## config.mk

```make
export PLATFORM = sky130hd
export DESIGN_NAME = pfxsum_sched
export DESIGN_NICKNAME = d
export VERILOG_FILES = /design/src/rtl/pfxsum_sched.sv
export SDC_FILE = /design/constraint.sdc
export NUM_CORES = 1
export LEC_CHECK = 0
export CAP_MARGIN = 20
export CORE_AREA = 3 3 360 362
export CTS_BUF_LIST = sky130_fd_sc_hd__clkbuf_4
export DETAILED_ROUTE_END_ITERATION = 8
export DIE_AREA = 0 0 363 365
export GPL_ROUTABILITY_DRIVEN = 1
export PLACE_DENSITY = 0.33
export SKIP_CTS_REPAIR_TIMING = 1
export SYNTH_ARGS = -nofsm -noshare
export SYNTH_HDL_FRONTEND = slang
export SYNTH_SLANG_ARGS = --single-unit
```

## constraint.sdc

```tcl
create_clock -name clk -period 5.7 [get_ports clk]
set_input_delay 1.14 -clock clk [delete_from_list [all_inputs] [get_ports clk]]
set_output_delay 1.14 -clock clk [all_outputs]
set_load 0.01 [all_outputs]
```

## src/rtl/pfxsum_sched.sv

```systemverilog
// pfxsum_sched: round-robin job scheduler in front of a prefix-sum engine.
// Grants one requester at a time, launches the engine with a one-cycle
// pulse, waits for the rising edge of the engine's done level, and holds
// the result on a valid/ready response port until it is consumed.
// Optional feature: define PFXSUM_SCHED_TIMEOUT_EN to abort a job that
// waits TIMEOUT cycles for the engine, answering with rsp_err=1, rsp_vec=0.
module pfxsum_sched #(
  parameter int IWIDTH  = 8,
  parameter int V_LEN   = 16,
  parameter int NREQ    = 4,
  parameter int TIMEOUT = 64
) (
  input  logic                          clk,
  input  logic                          rst_n,
  input  logic [NREQ-1:0]               req_valid,
  input  logic [NREQ*V_LEN*IWIDTH-1:0]  req_vec,
  output logic [NREQ-1:0]               req_ready,
  output logic                          eng_valid_in,
  output logic [V_LEN*IWIDTH-1:0]       eng_ivec,
  input  logic                          eng_valid_out,
  input  logic [V_LEN*IWIDTH-1:0]       eng_ovec,
  output logic                          rsp_valid,
  input  logic                          rsp_ready,
  output logic [$clog2(NREQ)-1:0]       rsp_id,
  output logic [V_LEN*IWIDTH-1:0]       rsp_vec,
  output logic                          rsp_err,
  output logic [15:0]                   jobs_done
);

  localparam int VW  = V_LEN * IWIDTH;
  localparam int IDW = $clog2(NREQ);

  // Reject parameter sets the arbiter, packing or timer cannot support.
  if (NREQ < 2 || NREQ > 8 || V_LEN < 2 || (V_LEN & (V_LEN - 1)) != 0 || TIMEOUT < 2)
  begin : g_param_check
    $error("pfxsum_sched: illegal parameter combination");
  end

  typedef enum logic [1:0] {IDLE, ISSUE, WAIT, RESP} state_e;

  state_e            state_q, state_d;
  logic [IDW-1:0]    ptr_q, ptr_d;
  logic [NREQ-1:0]   req_ready_q, req_ready_d;
  logic              eng_valid_in_q, eng_valid_in_d;
  logic [VW-1:0]     eng_ivec_q, eng_ivec_d;
  logic              rsp_valid_q, rsp_valid_d;
  logic [IDW-1:0]    rsp_id_q, rsp_id_d;
  logic [VW-1:0]     rsp_vec_q, rsp_vec_d;
  logic [15:0]       jobs_done_q, jobs_done_d;
  logic              eng_prev_q, eng_prev_d;

  logic              grant_found;
  logic [IDW-1:0]    grant_idx;
  logic              done;

`ifdef PFXSUM_SCHED_TIMEOUT_EN
  localparam int TW = $clog2(TIMEOUT);
  logic [TW-1:0]     timer_q, timer_d;
  logic              rsp_err_q, rsp_err_d;
`endif

  // Round-robin search starting one past the last granted requester.
  always_comb begin
    // NOTE: every combinational output gets a default before any branch so no latch is inferred.
    grant_found = 1'b0;
    grant_idx   = '0;
    for (int i = 1; i <= NREQ; i++) begin
      if (!grant_found && req_valid[(int'(ptr_q) + i) % NREQ]) begin
        grant_found = 1'b1;
        grant_idx   = IDW'((int'(ptr_q) + i) % NREQ);
      end
    end
  end

  // A job completes only on a fresh low-to-high transition of the done level.
  assign done = eng_valid_out & ~eng_prev_q;

  // Next-state and next-output logic for the scheduler FSM.
  always_comb begin
    state_d        = state_q;
    ptr_d          = ptr_q;
    req_ready_d    = '0;
    eng_valid_in_d = 1'b0;
    eng_ivec_d     = eng_ivec_q;
    rsp_valid_d    = rsp_valid_q;
    rsp_id_d       = rsp_id_q;
    rsp_vec_d      = rsp_vec_q;
    jobs_done_d    = jobs_done_q;
    eng_prev_d     = eng_valid_out;
`ifdef PFXSUM_SCHED_TIMEOUT_EN
    timer_d        = timer_q;
    rsp_err_d      = rsp_err_q;
`endif
    case (state_q)
      IDLE: begin
        if (grant_found) begin
          req_ready_d = NREQ'(1) << grant_idx;
          ptr_d       = grant_idx;
          eng_ivec_d  = req_vec[int'(grant_idx)*VW +: VW];
          rsp_id_d    = grant_idx;
          state_d     = ISSUE;
        end
      end
      ISSUE: begin
        eng_valid_in_d = 1'b1;
`ifdef PFXSUM_SCHED_TIMEOUT_EN
        timer_d        = '0;
`endif
        state_d        = WAIT;
      end
      WAIT: begin
        if (done) begin
          rsp_vec_d   = eng_ovec;
          rsp_valid_d = 1'b1;
`ifdef PFXSUM_SCHED_TIMEOUT_EN
          rsp_err_d   = 1'b0;
`endif
          state_d     = RESP;
        end
`ifdef PFXSUM_SCHED_TIMEOUT_EN
        else if (timer_q == TW'(TIMEOUT - 1)) begin
          rsp_vec_d   = '0;
          rsp_valid_d = 1'b1;
          rsp_err_d   = 1'b1;
          state_d     = RESP;
        end else begin
          timer_d     = timer_q + 1'b1;
        end
`endif
      end
      RESP: begin
        if (rsp_ready) begin
          rsp_valid_d = 1'b0;
          jobs_done_d = jobs_done_q + 16'd1;
          state_d     = IDLE;
        end
      end
      default: state_d = IDLE;
    endcase
  end

  // State and registered outputs; reset abandons any job in flight.
  always_ff @(posedge clk or negedge rst_n) begin
    if (!rst_n) begin
      state_q        <= IDLE;
      ptr_q          <= IDW'(NREQ - 1);
      req_ready_q    <= '0;
      eng_valid_in_q <= 1'b0;
      eng_ivec_q     <= '0;
      rsp_valid_q    <= 1'b0;
      rsp_id_q       <= '0;
      rsp_vec_q      <= '0;
      jobs_done_q    <= '0;
      eng_prev_q     <= 1'b0;
`ifdef PFXSUM_SCHED_TIMEOUT_EN
      timer_q        <= '0;
      rsp_err_q      <= 1'b0;
`endif
    end else begin
      // NOTE: sequential state uses non-blocking assignments so all flops update from pre-edge values.
      state_q        <= state_d;
      ptr_q          <= ptr_d;
      req_ready_q    <= req_ready_d;
      eng_valid_in_q <= eng_valid_in_d;
      eng_ivec_q     <= eng_ivec_d;
      rsp_valid_q    <= rsp_valid_d;
      rsp_id_q       <= rsp_id_d;
      rsp_vec_q      <= rsp_vec_d;
      jobs_done_q    <= jobs_done_d;
      eng_prev_q     <= eng_prev_d;
`ifdef PFXSUM_SCHED_TIMEOUT_EN
      timer_q        <= timer_d;
      rsp_err_q      <= rsp_err_d;
`endif
    end
  end

  assign req_ready    = req_ready_q;
  assign eng_valid_in = eng_valid_in_q;
  assign eng_ivec     = eng_ivec_q;
  assign rsp_valid    = rsp_valid_q;
  assign rsp_id       = rsp_id_q;
  assign rsp_vec      = rsp_vec_q;
  assign jobs_done    = jobs_done_q;
`ifdef PFXSUM_SCHED_TIMEOUT_EN
  assign rsp_err      = rsp_err_q;
`else
  assign rsp_err      = 1'b0;
`endif

endmodule

```

**Yosys cells after proc, flatten, opt, wreduce, memory -nomap -nowiden**

Cells that the tools add are included.

- Bits in registers: 285
- Latch bits: 0
- Memory bits (writable): 0
- ROM bits: 0
- Input port bits: 648
- Output and inout port bits: 281
- Logic and storage cells: 80
- Memories kept: 0

- $add $sub $neg: 5
- Multiply operators: 0
- Div/mod/pow operators: 0
- Order comparisons: 4
- Eq/ne operators: 6
- Shifts and indexed selects: 2
- Mux-type cells: 30
- Bitwise operators: 6
- Reduce and logical (&&, ||, !) cells: 17

Operators with widths:

| cell | count |
|---|---|
| 512-bit by 10-bit indexed part select with 128-bit output | 1 |
| 16-bit by 1-bit adder with 16-bit output, second input constant | 1 |
| 3-bit by 4-bit less-than comparator with 1-bit output, second input constant | 4 |
| 1-bit 2-to-1 mux | 15 |
| 2-bit 2-to-1 mux | 7 |
| 1-bit binary-select mux with 2-bit select | 4 |
| 4-bit 2-to-1 mux | 2 |
| 2-bit case mux with 4 select lines | 1 |
| 2-bit OR reduction | 4 |
| 2-bit inequality test, second input constant | 3 |
| 2-bit AND reduction | 3 |
| 3-bit AND reduction | 2 |
| 2-bit by 1-bit adder with 2-bit output, second input constant | 2 |
| 2-bit adder, second input constant | 2 |
| 1-bit bitwise AND, first input constant | 4 |
| 2-bit == test, second input constant | 2 |
| 1-bit by 2-bit << shifter with 4-bit output, first input constant | 1 |
| 1-bit logical AND | 3 |
| 1-bit zero test | 3 |
| 2-bit by 1-bit == test with 1-bit output, second input constant | 1 |
| 2-bit zero test | 1 |
| 1-bit case mux with 2 select lines | 1 |
| 2-bit nonzero test | 1 |
| 1-bit bitwise AND | 1 |
| 1-bit inverter | 1 |

**Depth between registers and ports, before layout**

- Depth in word-level cells: 19
- Mapped depth: 9
- Gate-level depth less buffers: 6

**Worst setup path after synthesis**

OpenSTA, ideal clock, no wires.

- Path kind: input-to-reg
- Start point: in req_valid[3]
- End point: reg eng_ivec_q[55] (netlist: eng_ivec[55])
- Setup time: 126 ps
- Data arrival time: 2541 ps
- Required time: 5574 ps
- Setup slack: 3033 ps
- Stages: 7
- Path buffers: 2
- Cells stage by stage: nor2b_1 a21oi_1 o221a_4 buf_6 buf_6 mux2_1 a221o_1

- Cells in the longest elaborated chain, start to end: 14
- Elaborated cells on any way between the ends: 28
- Classes of those cells: 1 x shift; 20 x mux; 7 x reduce/logical

RTL lines:

| item | RTL line | source |
|---|---|---|
| start, declared | 15 | `input logic [NREQ-1:0] req_valid,` |
| 1-bit binary-select mux with 2-bit select | 68 | `if (!grant_found && req_valid[(int'(ptr_q) + i) % NREQ]) begin` |
| 1-bit 2-to-1 mux (not written as such) (2 in series) | 68 |  |
| 1-bit 2-to-1 mux | 68 |  |
| 1-bit zero test | 68 |  |
| 1-bit logical AND | 68 |  |
| 1-bit 2-to-1 mux | 68 |  |
| 1-bit zero test | 68 |  |
| 1-bit logical AND | 68 |  |
| 1-bit 2-to-1 mux | 68 |  |
| 1-bit zero test | 68 |  |
| 1-bit logical AND | 68 |  |
| 2-bit 2-to-1 mux / 1-bit 2-to-1 mux (equally long branches) | 68 |  |
| 512-bit by 10-bit indexed part select with 128-bit output / 2-bit AND reduction (equally long branches) | -- |  |
| end signal, assigned | 165 | `eng_ivec_q <= eng_ivec_d;` |
| end, declared | 45 | `logic [VW-1:0] eng_ivec_q, eng_ivec_d;` |

Parallel ways exist; a longest one is shown, timed or not. The select of a mux whose other input is x is not followed.
A chain may end at the register's enable or synchronous reset.

**Worst setup path in the final report**

- Start point: reg eng_ivec_q[91] (netlist: eng_ivec[91])
- End point: out eng_ivec[91]

RTL lines:

| item | RTL line | source |
|---|---|---|
| end, declared | 19 | `output logic [V_LEN*IWIDTH-1:0] eng_ivec,` |

No word-level cell between the ends.

==> run summary <==
### Status
- **outcome** complete, no violations

### Critical path
- **number of buffers and inverters on the critical path** 1
- **worst reg2reg startpoint** state_q[0]
- **cell type group with the largest total delay on the critical path** buffers and inverters
- **critical path's largest stage delay** 620 ps
- **classification of the worst setup path** flip-flop to output pin
- **r2r endpoint** eng_ivec[12]
- **worst reg-to-reg path cell count** 7
- **CP endpoint kind** output pin
- **Worst Path Max Fanout** 2
- **crit start category** flip-flop
- **CP Data Required Time** 4560 ps
- **library cell contributing the largest single delay on the critical path** clkdlybuf4s50_1
- **Worst Setup SP** eng_ivec[91]
- **R2R setup slack** 2680 ps
- **list of cells traversed by the critical path** clkdlybuf4s50_1
- **data arrival time of the critical path** 2110 ps
- **end point of the critical path** eng_ivec[91]
- **depth of the critical timing path with buffers and inverters included** 1

### Power and ir drop
- **power density normalized to cell area** 476.7 nW/um^2
- **total chip power** 13.24 mW
- **worst IR drop on VDD** 234.7 uV
- **leakage dissipation** 11.01 nW

### Timing
- **worst hold margin** 205.4 ps
- **hold violation count in the final report** 0
- **fin. max-slew vios** 0
- **unrepaired setup endpoints after global routing** false
- **post-route worst setup slack** 2454 ps
- **post-route clock skew** 63.40 ps
- **maximum frequency from static timing analysis** 0.3081 GHz
- **number of endpoints failing setup at the final stage** 0
- **worst-margin pin slew** 1042 ps
- **Fin Setup TNS** 0 ps
- **max-slew headroom at the worst pin** 30.54%
- **final period utilization** 56.95%
- **final period demand of the worst path** 3246 ps

### Route
- **aggregate routed wire length** 99540 um
- **post-route ant nets** 0
- **Iteration-0 DRC Markers** 630
- **average routed wire per standard cell** 25.05 um
- **Avg Vias per Cell** 3.849
- **total DRC errors in the routed layout** 0
- **count of vias placed by the detailed router** 15290
- **iteration count of the initial detailed-routing pass** 5

### Global routing
- **vias in the first global route** 16570
- **busiest layer in global routing** met2
- **All-Layer GR Usage** 14.36%
- **M1 GR Usage** 15.49%
- **maximum number of pins on one net before global-route repair** 129
- **met3 track demand over resource in global routing** 6.002%
- **antenna violations before repair** 44
- **fraction of met2 tracks used by global routing** 25.69%
- **first-pass GRT wire length** 134500 um
- **aggregate global routing overflow** 0

### Yosys
- **ranking of synthesized cells by area** dfrtp_1 46%, mux2_2 13%, nand3_1 8.5%, mux2i_1 8.5%, a221o_1 8.3%
- **library cells used by synthesis** 39
- **instance count of the mapped netlist** 1275
- **share of the synthesized area in the top cell type** 46.05%
- **Async SR Flop Fraction** 100.0%
- **number of synthesized register bits** 285
- **number of warning messages in the yosys log** 0
- **top cell type by total area after synthesis** dfrtp_1
- **Post-Syn Area per Cell** 12.06 um^2
- **Post-Synthesis Net Count** 1928
- **netlist area before placement** 15380 um^2
- **number of synthesized flops with an enable pin** 0
- **top_reg_cell synth** dfrtp_1
- **cell with the most instances after synthesis** dfrtp_1
- **Seq/Total Area, Yosys** 46.39%
- **synth cell count leaders** 283 x dfrtp_1, 262 x nand3_1, 181 x mux2_2

### Clock network
- **root buffer cell** clkbuf_4
- **CTS max path bufs** 3
- **clock sink count** 285
- **H-tree depth** 3
- **TritonCTS Buffers** 98
- **clock transition at the register clock pins on the worst setup and hold paths after CTS** 60 ps
- **clock insertion delay at the later pin of the skew report** 980 ps
- **TritonCTS clock tree** yes

### Hold path
- **Tightest Hold Check Type** primary input to async pin

### Floorplan
- **initial core utilization** 12.11%
- **Top-Level Pins** 929
- **number of core rows** 131
- **horizontal extent of the die** 363 um
- **Die Footprint** 132500 um^2
- **die boundary height** 365 um
- **core area** 127000 um^2

### Layout
- **Final nets** 2866
- **fillers** 13730
- **area delta synth->final** 80.61%
- **proportion of layout cells with a drive suffix above 1** 18.56%
- **post-route non-filler standard cell count** 3973

### Placed design
- **pre-CTS setup slack** 1362 ps
- **weighted congestion at the end of routability-driven global placement** 0.8243
- **IO buf count** 927
- **cell count after placement** 3775
- **HPWL Detailed** 77470 um

### Flow run
- **max capacitance violation total** 0

-- metrics by stage --
stage | cell area [um^2] | util [%]
2_1_floorplan | 15380 | -
3_3_place_gp | 26460 | 20.83
3_5_place_dp | 26460 | 20.83
4_1_cts | 27740 | 21.84
5_1_grt | 27740 | 21.84
6_report | 27780 | 21.87
-- area by class of cell --
class	instances	area, um^2	share of cell area (%)
repair buffers	969	9749	35.10
multi-input cells	857	7485	26.94
flip-flops and latches	285	7134	25.68
well taps	1662	2079	7.486
clock buffers	151	1134	4.081
clock inverters	31	148.9	0.5360
diodes	16	40.04	0.1441
inverters	2	7.507	0.02703
-- kinds of logic (layout without fill, tap and decap cells) --
kind of cell	Yosys count	in the layout	synth area share, %
mux	387	387	28.18
fa+ha+maj	5	5	0.4068
xor+xnor	15	15	0.8542
simple gates	309	309	10.08
buf+inv	133	1153	5.101
flops	285	285	46.39
other cells	1	17	0.02438
compound gates	140	140	8.965
-- layout by cell type, fill, tap and decap left out, types with 5 or more instances in the layout --
cell and instances:
nand3_1 262, diode_2 16, clkinv_1 24, xnor2_1 11, nor2_1 7, buf_4 30
buf_12 12, mux2_2 181, clkbuf_4 151, mux2_1 39, mux2i_1 130, nand2_1 17
a221o_1 128, mux2_4 37, ha_1 5, clkdlybuf4s50_1 926, dfrtp_1 283
-- metal layers --
| layer | part of all wire [%] | up-vias |
|---|---|---|
| met1 | 37 | 7539 |
| met5 | 0.14 | - |
| met3 | 9.7 | 154 |
| li1 | - | 6827 |
| met4 | 2.2 | 22 |
| met2 | 51 | 751 |
-- worst min-delay path by stage --
stage                  startpoint             to  slack (ps)  cells past startpoint
floorplan           jobs_done[15]  jobs_done[15]         500                      1
global placement    jobs_done[15]  jobs_done[15]         460                      1
detailed placement  jobs_done[15]  jobs_done[15]         460                      1
CTS                         rst_n   rsp_vec[105]           9                      1
global route                rst_n   rsp_vec[112]          80                      1
finish                      rst_n   rsp_vec[116]         210                      1
-- state kept, by name, summed over array words and instances (netlist names) --
signal / flops
eng_valid_in: 1
rsp_vec: 128
ptr_q: 2
jobs_done: 16
state_q: 2
eng_prev_q: 1
rsp_id: 2
rsp_valid: 1
req_ready: 4
eng_ivec: 128
-- power breakdown --
group	internal [mW]	switching [mW]	total (mW)
Sequential	3.01	0.688	3.69
Combinational	3.75	3.44	7.19
Clock	1.21	1.14	2.35
Total	7.97	5.27	13.2
No activity file was read; power rests on OpenSTA's default activity.
